--- config.mk ---
export PLATFORM = sky130hd
export DESIGN_NAME = data_cache
export DESIGN_NICKNAME = d
export VERILOG_FILES = /design/src/rtl/cache_pkg.sv /design/src/rtl/cache_array.sv /design/src/rtl/data_cache.sv
export SDC_FILE = /design/constraint.sdc
export NUM_CORES = 1
export LEC_CHECK = 0
export CELL_PAD_IN_SITES_DETAIL_PLACEMENT = 1
export CELL_PAD_IN_SITES_GLOBAL_PLACEMENT = 2
export CORE_MARGIN = 5
export CORE_UTILIZATION = 45
export DETAILED_ROUTE_END_ITERATION = 8
export PLACE_DENSITY = 0.89
export SYNTH_ARGS = -nofsm -noshare
export SYNTH_HDL_FRONTEND = slang
export SYNTH_SLANG_ARGS = --single-unit
--- constraint.sdc ---
create_clock -name Clk -period 8.5 [get_ports Clk]
set_input_delay 2.55 -clock Clk [delete_from_list [all_inputs] [get_ports Clk]]
set_output_delay 2.55 -clock Clk [all_outputs]
set_load 0.02 [all_outputs]
--- src/rtl/cache_pkg.sv ---
// Shared constants and state encoding for the direct-mapped write-through L1 data cache.
// Address field widths here correspond to the default geometry.
package cache_pkg;

  localparam int CACHE_SETS       = 8;
  localparam int CACHE_BLOCK_SIZE = 4;

  localparam int OFFSET_W = $clog2(CACHE_BLOCK_SIZE);
  localparam int INDEX_W  = $clog2(CACHE_SETS);
  localparam int TAG_W    = 32 - INDEX_W - OFFSET_W - 2;

  typedef enum logic [1:0] {
    IDLE      = 2'b00,
    MISS_WAIT = 2'b01,
    WT_WAIT   = 2'b10,
    DONE      = 2'b11
  } cache_state_t;

endpackage

--- src/rtl/cache_array.sv ---
// Valid/tag/data storage for the data cache: one combinational read port,
// a whole-line fill port and a single-word update port.
module cache_array
  import cache_pkg::*;
#(
  parameter int SETS       = CACHE_SETS,
  parameter int BLOCK_SIZE = CACHE_BLOCK_SIZE
) (
  input  logic                          Clk,
  input  logic                          Rst,
  input  logic [$clog2(SETS)-1:0]       rd_index,
  output logic                          rd_valid,
  output logic [31-$clog2(SETS)-$clog2(BLOCK_SIZE)-2:0] rd_tag,
  output logic [32*BLOCK_SIZE-1:0]      rd_line,
  input  logic                          fill_en,
  input  logic [$clog2(SETS)-1:0]       fill_index,
  input  logic [31-$clog2(SETS)-$clog2(BLOCK_SIZE)-2:0] fill_tag,
  input  logic [32*BLOCK_SIZE-1:0]      fill_data,
  input  logic                          word_en,
  input  logic [$clog2(SETS)-1:0]       word_index,
  input  logic [$clog2(BLOCK_SIZE)-1:0] word_offset,
  input  logic [31:0]                   word_data
);

  localparam int IW     = $clog2(SETS);
  localparam int OW     = $clog2(BLOCK_SIZE);
  localparam int TW     = 32 - IW - OW - 2;
  localparam int LINE_W = 32 * BLOCK_SIZE;

  logic [SETS-1:0]   valid_q;
  logic [TW-1:0]     tag_q  [SETS];
  logic [LINE_W-1:0] data_q [SETS];

  assign rd_valid = valid_q[rd_index];
  assign rd_tag   = tag_q[rd_index];
  assign rd_line  = data_q[rd_index];

  // Tag and data need no reset: a line is only read through its valid bit.
  always_ff @(posedge Clk) begin
    if (Rst) begin
      valid_q <= '0;
    end else if (fill_en) begin
      valid_q[fill_index] <= 1'b1;
      tag_q[fill_index]   <= fill_tag;
      data_q[fill_index]  <= fill_data;
    end else if (word_en) begin
      data_q[word_index][32*word_offset +: 32] <= word_data;
    end
  end

endmodule

--- src/rtl/data_cache.sv ---
// Direct-mapped, write-allocate, write-through L1 data cache between MEM stage and
// block-oriented data memory. Hits cost nothing; misses and write-throughs stall.
//
//   state     | meaning
//   IDLE      | serve hits, issue one-cycle request pulse on miss / store
//   MISS_WAIT | block read outstanding, fill line on ReadReady
//   WT_WAIT   | write-through outstanding, wait for WriteReady
//   DONE      | one released cycle; the held instruction now hits
module data_cache
  import cache_pkg::*;
#(
  parameter int SETS       = CACHE_SETS,
  parameter int BLOCK_SIZE = CACHE_BLOCK_SIZE
) (
  input  logic                     Clk,
  input  logic                     Rst,
  input  logic                     MemRead,
  input  logic                     MemWrite,
  input  logic [31:0]              Address,
  input  logic [31:0]              Write_data,
  output logic [31:0]              Read_data,
  output logic                     Stall,
  output logic [31:0]              Mem_Address,
  output logic [31:0]              Mem_Write_data,
  output logic                     ReadMiss,
  output logic                     MemWriteThrough,
  input  logic [32*BLOCK_SIZE-1:0] Mem_Read_data,
  input  logic                     ReadReady,
  input  logic                     WriteReady
);

  localparam int OW     = $clog2(BLOCK_SIZE);
  localparam int IW     = $clog2(SETS);
  localparam int TW     = 32 - IW - OW - 2;
  localparam int LINE_W = 32 * BLOCK_SIZE;

  logic [OW-1:0] cur_off;
  logic [IW-1:0] cur_idx;
  logic [TW-1:0] cur_tag;
  logic          unused_byte_bits;

  assign cur_off          = Address[OW+1:2];
  assign cur_idx          = Address[OW+IW+1:OW+2];
  assign cur_tag          = Address[31:OW+IW+2];
  assign unused_byte_bits = ^Address[1:0];

  cache_state_t state_q, state_d;
  logic [31:2]  req_addr_q;
  logic         sw_flag_q;
  logic [31:0]  sw_word_q;
  logic [31:0]  mem_addr_q;
  logic [31:0]  mem_wdata_q;

  logic              rd_valid;
  logic [TW-1:0]     rd_tag;
  logic [LINE_W-1:0] rd_line;
  logic              hit;
  logic              fill_en;
  logic              word_en;
  logic              latch_req;
  logic              set_sw;
  logic [31:0]       issue_addr;
  logic [31:0]       issue_wdata;
  logic [LINE_W-1:0] fill_data;

  assign hit       = rd_valid && (rd_tag == cur_tag);
  assign Read_data = rd_line[32*cur_off +: 32];

  always_comb begin
    state_d         = state_q;
    Stall           = 1'b0;
    ReadMiss        = 1'b0;
    MemWriteThrough = 1'b0;
    issue_addr      = mem_addr_q;
    issue_wdata     = mem_wdata_q;
    latch_req       = 1'b0;
    set_sw          = 1'b0;
    fill_en         = 1'b0;
    word_en         = 1'b0;
    if (!Rst) begin
      case (state_q)
        IDLE: begin
          if (MemWrite) begin
            Stall           = 1'b1;
            MemWriteThrough = 1'b1;
            issue_wdata     = Write_data;
            latch_req       = 1'b1;
            if (hit) begin
              word_en    = 1'b1;
              issue_addr = Address;
              state_d    = WT_WAIT;
            end else begin
              ReadMiss   = 1'b1;
              issue_addr = {Address[31:OW+2], {(OW+2){1'b0}}};
              set_sw     = 1'b1;
              state_d    = MISS_WAIT;
            end
          end else if (MemRead && !hit) begin
            Stall      = 1'b1;
            ReadMiss   = 1'b1;
            issue_addr = {Address[31:OW+2], {(OW+2){1'b0}}};
            latch_req  = 1'b1;
            state_d    = MISS_WAIT;
          end
        end
        MISS_WAIT: begin
          Stall = 1'b1;
          if (ReadReady) begin
            fill_en = 1'b1;
            state_d = DONE;
          end
        end
        WT_WAIT: begin
          Stall = 1'b1;
          if (WriteReady) state_d = DONE;
        end
        DONE: state_d = IDLE;
        default: state_d = IDLE;
      endcase
    end
    Mem_Address    = issue_addr;
    Mem_Write_data = issue_wdata;
  end

  // The returned block predates the memory's own write, so merge the store word.
  always_comb begin
    fill_data = Mem_Read_data;
    if (sw_flag_q) fill_data[32*req_addr_q[OW+1:2] +: 32] = sw_word_q;
  end

  always_ff @(posedge Clk) begin
    if (Rst) begin
      state_q     <= IDLE;
      req_addr_q  <= '0;
      sw_flag_q   <= 1'b0;
      sw_word_q   <= '0;
      mem_addr_q  <= '0;
      mem_wdata_q <= '0;
    end else begin
      state_q     <= state_d;
      mem_addr_q  <= issue_addr;
      mem_wdata_q <= issue_wdata;
      if (latch_req) begin
        req_addr_q <= Address[31:2];
        sw_flag_q  <= set_sw;
        sw_word_q  <= Write_data;
      end else if (fill_en) begin
        sw_flag_q <= 1'b0;
      end
    end
  end

  cache_array #(
    .SETS       (SETS),
    .BLOCK_SIZE (BLOCK_SIZE)
  ) u_array (
    .Clk         (Clk),
    .Rst         (Rst),
    .rd_index    (cur_idx),
    .rd_valid    (rd_valid),
    .rd_tag      (rd_tag),
    .rd_line     (rd_line),
    .fill_en     (fill_en),
    .fill_index  (req_addr_q[OW+IW+1:OW+2]),
    .fill_tag    (req_addr_q[31:OW+IW+2]),
    .fill_data   (fill_data),
    .word_en     (word_en),
    .word_index  (cur_idx),
    .word_offset (cur_off),
    .word_data   (Write_data)
  );

endmodule

==> flow_metrics.env, run 1 <==
export IMPL_synth_edff_count=1224
export IMPL_fin_crit_ns=8.46
export IMPL_synth_cells=3352
export IMPL_cp_top_family="buffers and inverters"
export IMPL_cts_max_level=4
export IMPL_grt_pass1_vias=37009
export IMPL_wl_per_cell_um=35.6
export IMPL_tightestPinTransition_ns=1.40
export IMPL_cts_buffer_depth=3
export IMPL_drv_slew=0
export IMPL_cts_root_buf="clkbuf_16"
export IMPL_crit_fanout=39
export IMPL_routed_via_count=35413
export IMPL_hold_path_class="flop to flop"
export IMPL_slowest_stage="buf_4"
export IMPL_tritoncts="done"
export IMPL_dpl_hpwl_um=122000
export IMPL_fill_cells=11445
export IMPL_place_area_sq_um=61700
export IMPL_setup_viol=0
export IMPL_synth_fp_nets=3564
export IMPL_final_nets=3927
export IMPL_synth_area_top_cells="edfxtp_1 (66%), mux4_2 (13%), dfxtp_1 (4.9%), nand2_1 (4.6%), a22o_1 (2.1%)"
export IMPL_wl_met1_um=68800
export IMPL_cts_buffers=142
export IMPL_place_congestion=0.851
export IMPL_fin_util_pct=53.7
export IMPL_max_freq_mhz=118
export IMPL_drt_antenna_violating_nets=0
export IMPL_ys_warn_count=0
export IMPL_crit_chain="buf_8, buf_4, buf_4, buf_4, mux4_2, nand2_1, nand2_1, clkdlybuf4s50_1"
export IMPL_cp_slowest_stage_delay_ns=0.80
export IMPL_slew_headroom_pct=6.30
export IMPL_synth_largest_area_cell="edfxtp_1"
export IMPL_met3WireLength_um=25900
export IMPL_grt_usage_pct=29.5
export IMPL_ys_seq_elements=1361
export IMPL_hold_violations=0
export IMPL_grt_pass1_wl_um=276000
export IMPL_synthesis_area_sq_um=55900
export IMPL_yosysTopAreaCellShare_pct=65.7
export IMPL_r2r_start="u_array.tag_q[1][24]"
export IMPL_power_static_leakage_uw=0.0222
export IMPL_io_buffers=296
export IMPL_seq_area_frac_synth_pct=70.6
export IMPL_dr_wl_met2_um=90400
export IMPL_skew_ns=0.0554
export IMPL_crit_top_cell="buf_4"
export IMPL_top_layer_used="met5"
export IMPL_status="finished clean"
export IMPL_syn_to_final_growth_pct=18.7
export IMPL_power_density_nw_per_um2=246
export IMPL_drive_gt1_share_pct=20.7
export IMPL_drc_errors=0
export IMPL_synth_ff_type="edfxtp_1"
export IMPL_antenna_found_initial=30
export IMPL_crit_arrival_ns=5.91
export IMPL_overflow=0
export IMPL_cts_setup_buffers=0
export IMPL_fin_crit_sh_pct=99.5
export IMPL_hp_start="mem_addr_q[14]"
export IMPL_critical_path_startpoint="Address[6]"
export IMPL_final_area_sq_um=66400
export IMPL_drv_cap=0
export IMPL_yosysMostFrequentCell="edfxtp_1"
export IMPL_wl_um=195000
export IMPL_cp_data_required_time_ns=5.95
export IMPL_ios=297
export IMPL_synth_cell_types=65
export IMPL_async_reset_ff_share_pct=0
export IMPL_syn_area_per_cell_sq_um=16.7
export IMPL_firstDrtPassIters=6
export IMPL_clock_sinks=1361
export IMPL_drt_initial_drc_count=4821
export IMPL_synth_common_cells="edfxtp_1 (1224), nand2_1 (683), mux4_2 (334), a21oi_1 (150), clkbuf_1 (138)"
export IMPL_clkTransAtPathRegs_ns=0.06
export IMPL_path_class="primary input to output pin"
export IMPL_cts_hold_buffers=0
export IMPL_final_setup_worst_slack_ns=0.0392
export IMPL_grt_max_degree=143
export IMPL_num_rows=129
export IMPL_via_per_inst=6.46
export IMPL_dp_slack_ns=-0.157
export IMPL_coreArea_sq_um=124000
export IMPL_ir_worst_vdd_mv=0.198
export IMPL_die_w_um=363
export IMPL_die_height_um=363
export IMPL_cp_end_kind="output pin"
export IMPL_start_kind="primary input"
export IMPL_start_util_pct=45.2
export IMPL_worstPathBufferInverterCount=5
export IMPL_clk_latency_ns=0.76
export IMPL_die_area_sq_um=131000
export IMPL_p_total_uw=16300
export IMPL_rsz0062_at_grt="false"
## flip-flops by register name (all words and copies together), names as in the netlist
register / count
u_array.data_q: 1024
u_array.tag_q: 200
mem_addr_q: 32
mem_wdata_q: 32
sw_word_q: 32
req_addr_q: 30
u_array.valid_q: 8
state_q: 2
sw_flag_q: 1
## cells in the final DEF (no fill, tap or decap), drive strengths merged, types with 8 or more instances in the layout
cell type / netlist / layout
diode: 0 / 14
dlymetal6s2s: 0 / 11
nor4: 8 / 8
a21oi: 150 / 150
edfxtp: 1224 / 1224
a22o: 137 / 137
nand2: 683 / 683
a22oi: 23 / 23
mux4: 334 / 334
buf: 79 / 149
clkinv: 1 / 57
clkdlybuf4s50: 0 / 256
o21ai: 138 / 138
mux2: 35 / 35
ha: 14 / 14
dfxtp: 137 / 137
clkbuf: 138 / 184
nand4: 10 / 10
mux2i: 76 / 76
nor2: 24 / 24
nand3b: 8 / 8
nand3: 14 / 14
inv: 17 / 24
dlygate4sd2: 0 / 20
## through the flow
step	instances	hold slack, ns	TNS, ns
finish	5483	0.454	0
CTS	5469	0.457	0
detailed placement	5208	0.449	-4.00
floorplan	3352	0.427	0
global placement	5208	0.443	-1.26
global route	5469	0.470	0
## area by class of cell
class | count | area (sq um) | share of cell area, %
Clock inverter | 77 | 753 | 1.13
Multi-Input combinational cell | 1756 | 15800 | 23.8
Tap cell | 1637 | 2050 | 3.08
Clock buffer | 184 | 3890 | 5.86
Antenna cell | 14 | 35.0 | 0.0527
Inverter | 18 | 67.6 | 0.102
Timing Repair Buffer | 436 | 4300 | 6.47
Sequential cell | 1361 | 39500 | 59.5
## logic make-up (layout without fill, tap and decap cells)
family	Yosys count	count (layout)	synth area share, %
other	0	14	0
AO/OA/AOI/OAI	491	491	5.69
AND/OR/NAND/NOR	796	796	5.81
XOR/XNOR	10	10	0.157
multiplexers	445	445	15.5
flip-flops	1361	1361	70.6
adder cells (fa/ha/maj)	14	14	0.313
buffers and inverters	235	715	1.92
## where the power goes
part	leakage (uW)	switching [uW]	internal, uW
logic	0.00770	1420	791
registers	0.0122	248	7690
clock network	0.00226	2700	3490
total	0.0222	4370	12000
## worst reg2reg max path, delay by kind of cell (launching register included)
family / cells / cell delay, ns
flip-flops: 1 / 0.39
AND/OR/NAND/NOR: 5 / 1.59
AO/OA/AOI/OAI: 1 / 0.95
buffers and inverters: 4 / 0.88
XOR/XNOR: 1 / 0.26
multiplexers: 2 / 0.64
## final timing paths
path | end | depth (start not counted) | slack, ns
setup / recovery | Read_data[23] | 8 | 0.04
hold / removal | mem_addr_q[14] | 2 | 0.45
setup reg to reg | u_array.data_q[4][34] | 13 | 3.46
hold reg to reg | mem_addr_q[14] | 2 | 0.45
## per-layer routing
layer / vias to the layer above / global-route usage (%)
met5: - / 0
met4: 24 / 12.6
met3: 564 / 10.2
met2: 2571 / 46.3
met1: 18321 / 37.7
li1: 13933 / -
## timing repair
action	in CTS	in global routing
pin swaps	1	0
gates resized for setup	26	13
endpoints found under the setup margin	31	12
Power figures use the tool's default switching activity.
==> run 2: changes to the inputs <==
--- a/config.mk
+++ b/config.mk
@@ -8,9 +8,9 @@
 export CELL_PAD_IN_SITES_DETAIL_PLACEMENT = 1
 export CELL_PAD_IN_SITES_GLOBAL_PLACEMENT = 2
 export CORE_MARGIN = 5
-export CORE_UTILIZATION = 45
+export CORE_UTILIZATION = 30
 export DETAILED_ROUTE_END_ITERATION = 8
-export PLACE_DENSITY = 0.89
+export PLACE_DENSITY = 0.67
 export SYNTH_ARGS = -nofsm -noshare
 export SYNTH_HDL_FRONTEND = slang
 export SYNTH_SLANG_ARGS = --single-unit
==> flow_metrics.env, run 2 (synthesized netlist as in run 1, its figures left out) <==
export IMPL_start_kind="primary input"
export IMPL_rsz0062_at_grt="false"
export IMPL_fin_util_pct=36.6
export IMPL_top_regs="u_array.data_q: 1024 flops, u_array.tag_q: 200 flops"
export IMPL_die_height_um=442
export IMPL_clk_latency_ns=0.79
export IMPL_drc_errors=0
export IMPL_coreArea_sq_um=185000
export IMPL_drive_gt1_share_pct=21.3
export IMPL_path_class="primary input to output pin"
export IMPL_slowest_stage="clkdlybuf4s50_1"
export IMPL_power_static_leakage_uw=0.0223
export IMPL_crit_fanout=84
export IMPL_dpl_hpwl_um=132000
export IMPL_tritoncts="done"
export IMPL_skew_ns=0.0407
export IMPL_cts_buffer_depth=3
export IMPL_grt_usage_pct=20.4
export IMPL_status="finished clean"
export IMPL_wl_um=203000
export IMPL_internal_power_uw=12200
export IMPL_power_density_nw_per_um2=245
export IMPL_ir_worst_vdd_mv=0.153
export IMPL_cp_end_kind="output pin"
export IMPL_cp_slowest_stage_delay_ns=0.61
export IMPL_clockPowerShare_pct=38.4
export IMPL_largest_register="u_array.data_q"
export IMPL_switching_share_pct=26.7
export IMPL_firstDrtPassIters=5
export IMPL_cts_max_level=4
export IMPL_num_rows=158
export IMPL_drt_antenna_violating_nets=0
export IMPL_final_nets=3964
export IMPL_combPwrFrac_pct=13.7
export IMPL_cts_root_buf="clkbuf_16"
export IMPL_grt_max_degree=172
export IMPL_tightestPinTransition_ns=1.10
export IMPL_final_common_cell="edfxtp_1"
export IMPL_grt_pass1_vias=34556
export IMPL_cp_data_required_time_ns=5.95
export IMPL_fin_crit_ns=8.37
export IMPL_crit_arrival_ns=5.82
export IMPL_die_w_um=442
export IMPL_p_total_uw=16600
export IMPL_fin_crit_sh_pct=98.5
export IMPL_setup_viol=0
export IMPL_wl_per_cell_um=32.0
export IMPL_seqPwrFrac_pct=47.9
export IMPL_hold_slack_ns=0.458
export IMPL_most_common_layout_cells="edfxtp_1 (1224), nand2_1 (683), mux4_2 (334)"
export IMPL_hold_violations=0
export IMPL_dp_slack_ns=-0.283
export IMPL_ios=297
export IMPL_crit_chain="buf_8, buf_12, buf_4, mux4_2, mux4_2, nand2_1, nand2_1, clkdlybuf4s50_1"
export IMPL_drv_slew=0
export IMPL_grt_pass1_wl_um=281000
export IMPL_drv_cap=0
export IMPL_die_area_sq_um=195000
export IMPL_start_util_pct=30.2
export IMPL_clkTransAtPathRegs_ns=0.06
export IMPL_syn_to_final_growth_pct=21.2
export IMPL_fin_tns_setup_ns=0
export IMPL_p_sw_uw=4430
export IMPL_antenna_found_initial=9
export IMPL_routed_via_count=33485
export IMPL_overflow=0
export IMPL_place_congestion=0.813
export IMPL_clock_sinks=1361
export IMPL_io_buffers=296
export IMPL_max_freq_mhz=119
export IMPL_final_setup_worst_slack_ns=0.131
export IMPL_cts_setup_buffers=0
export IMPL_slew_headroom_pct=24.8
export IMPL_largest_reg_flops=1024
export IMPL_drt_initial_drc_count=3183
export IMPL_cts_buffers=146
export IMPL_hold_path_class="flop to flop"
export IMPL_via_per_inst=5.27
run 2: changes by cell type in the layout (fill, tap and decap cells not counted), moves of 7 or more:
| cell | delta |
|---|---|
| clkbuf_1 | +15 |
| clkinvlp_4 | -7 |
| clkbuf_16 | +7 |
| dlymetal6s2s_1 | -10 |
| diode_2 | -9 |
| buf_4 | +34 |
run 2: per-stage QoR:
step                      instance area, sq um  cells
after floorplan                          55900   3352
after CTS                                67800   6347
after global placement                   63100   6084
final                                    67800   6352
after global routing                     67800   6349
after detailed placement                 63100   6084
run 2: path summary, 6_finish.rpt:
path	startpoint	to	slack (ns)	cells after the start
max reg2reg	u_array.tag_q[7][14]	u_array.data_q[3][75]	3.72	11
max	Address[5]	Read_data[0]	0.13	8
min	mem_wdata_q[8]	mem_wdata_q[8]	0.46	2
min reg2reg	mem_wdata_q[8]	mem_wdata_q[8]	0.46	2
run 2: worst max-delay path, delay by kind of cell:
family	cells	cell delay (ns)
AND/OR/NAND/NOR	2	0.40
multiplexers	2	0.89
buffers and inverters	4	1.81
run 2: area by class of cell:
class	instances	area, sq um
Antenna cell	5	12.5
Multi-Input combinational cell	1756	15800
Inverter	18	67.6
Clock inverter	63	674
Tap cell	2480	3100
Clock buffer	200	4040
Fill cell	18812	118000
Timing Repair Buffer	469	4540
Sequential cell	1361	39500
run 2: what timing repair did:
| item | 4_1_cts | 5_1_grt |
|---|---|---|
| gates resized for setup | 33 | 3 |
| setup endpoints to repair | 26 | 9 |
| hold buffers | 0 | 0 |
run 2: power by group through the flow:
stage	sequential, uW	combinational, uW	clock, uW
after global routing	7970	2430	6800
final	7950	2280	6380
after global placement	8080	2300	0
after floorplan	7940	1220	0
after detailed placement	8100	2340	0
after CTS	7960	2320	6480
run 2: metal layers:
layer  global-route usage, %  part of all wire, %
met5                       0                    0
met1                    25.8                   39
met3                    3.10                  5.6
met4                    9.20                  4.9
met2                    34.5                   50
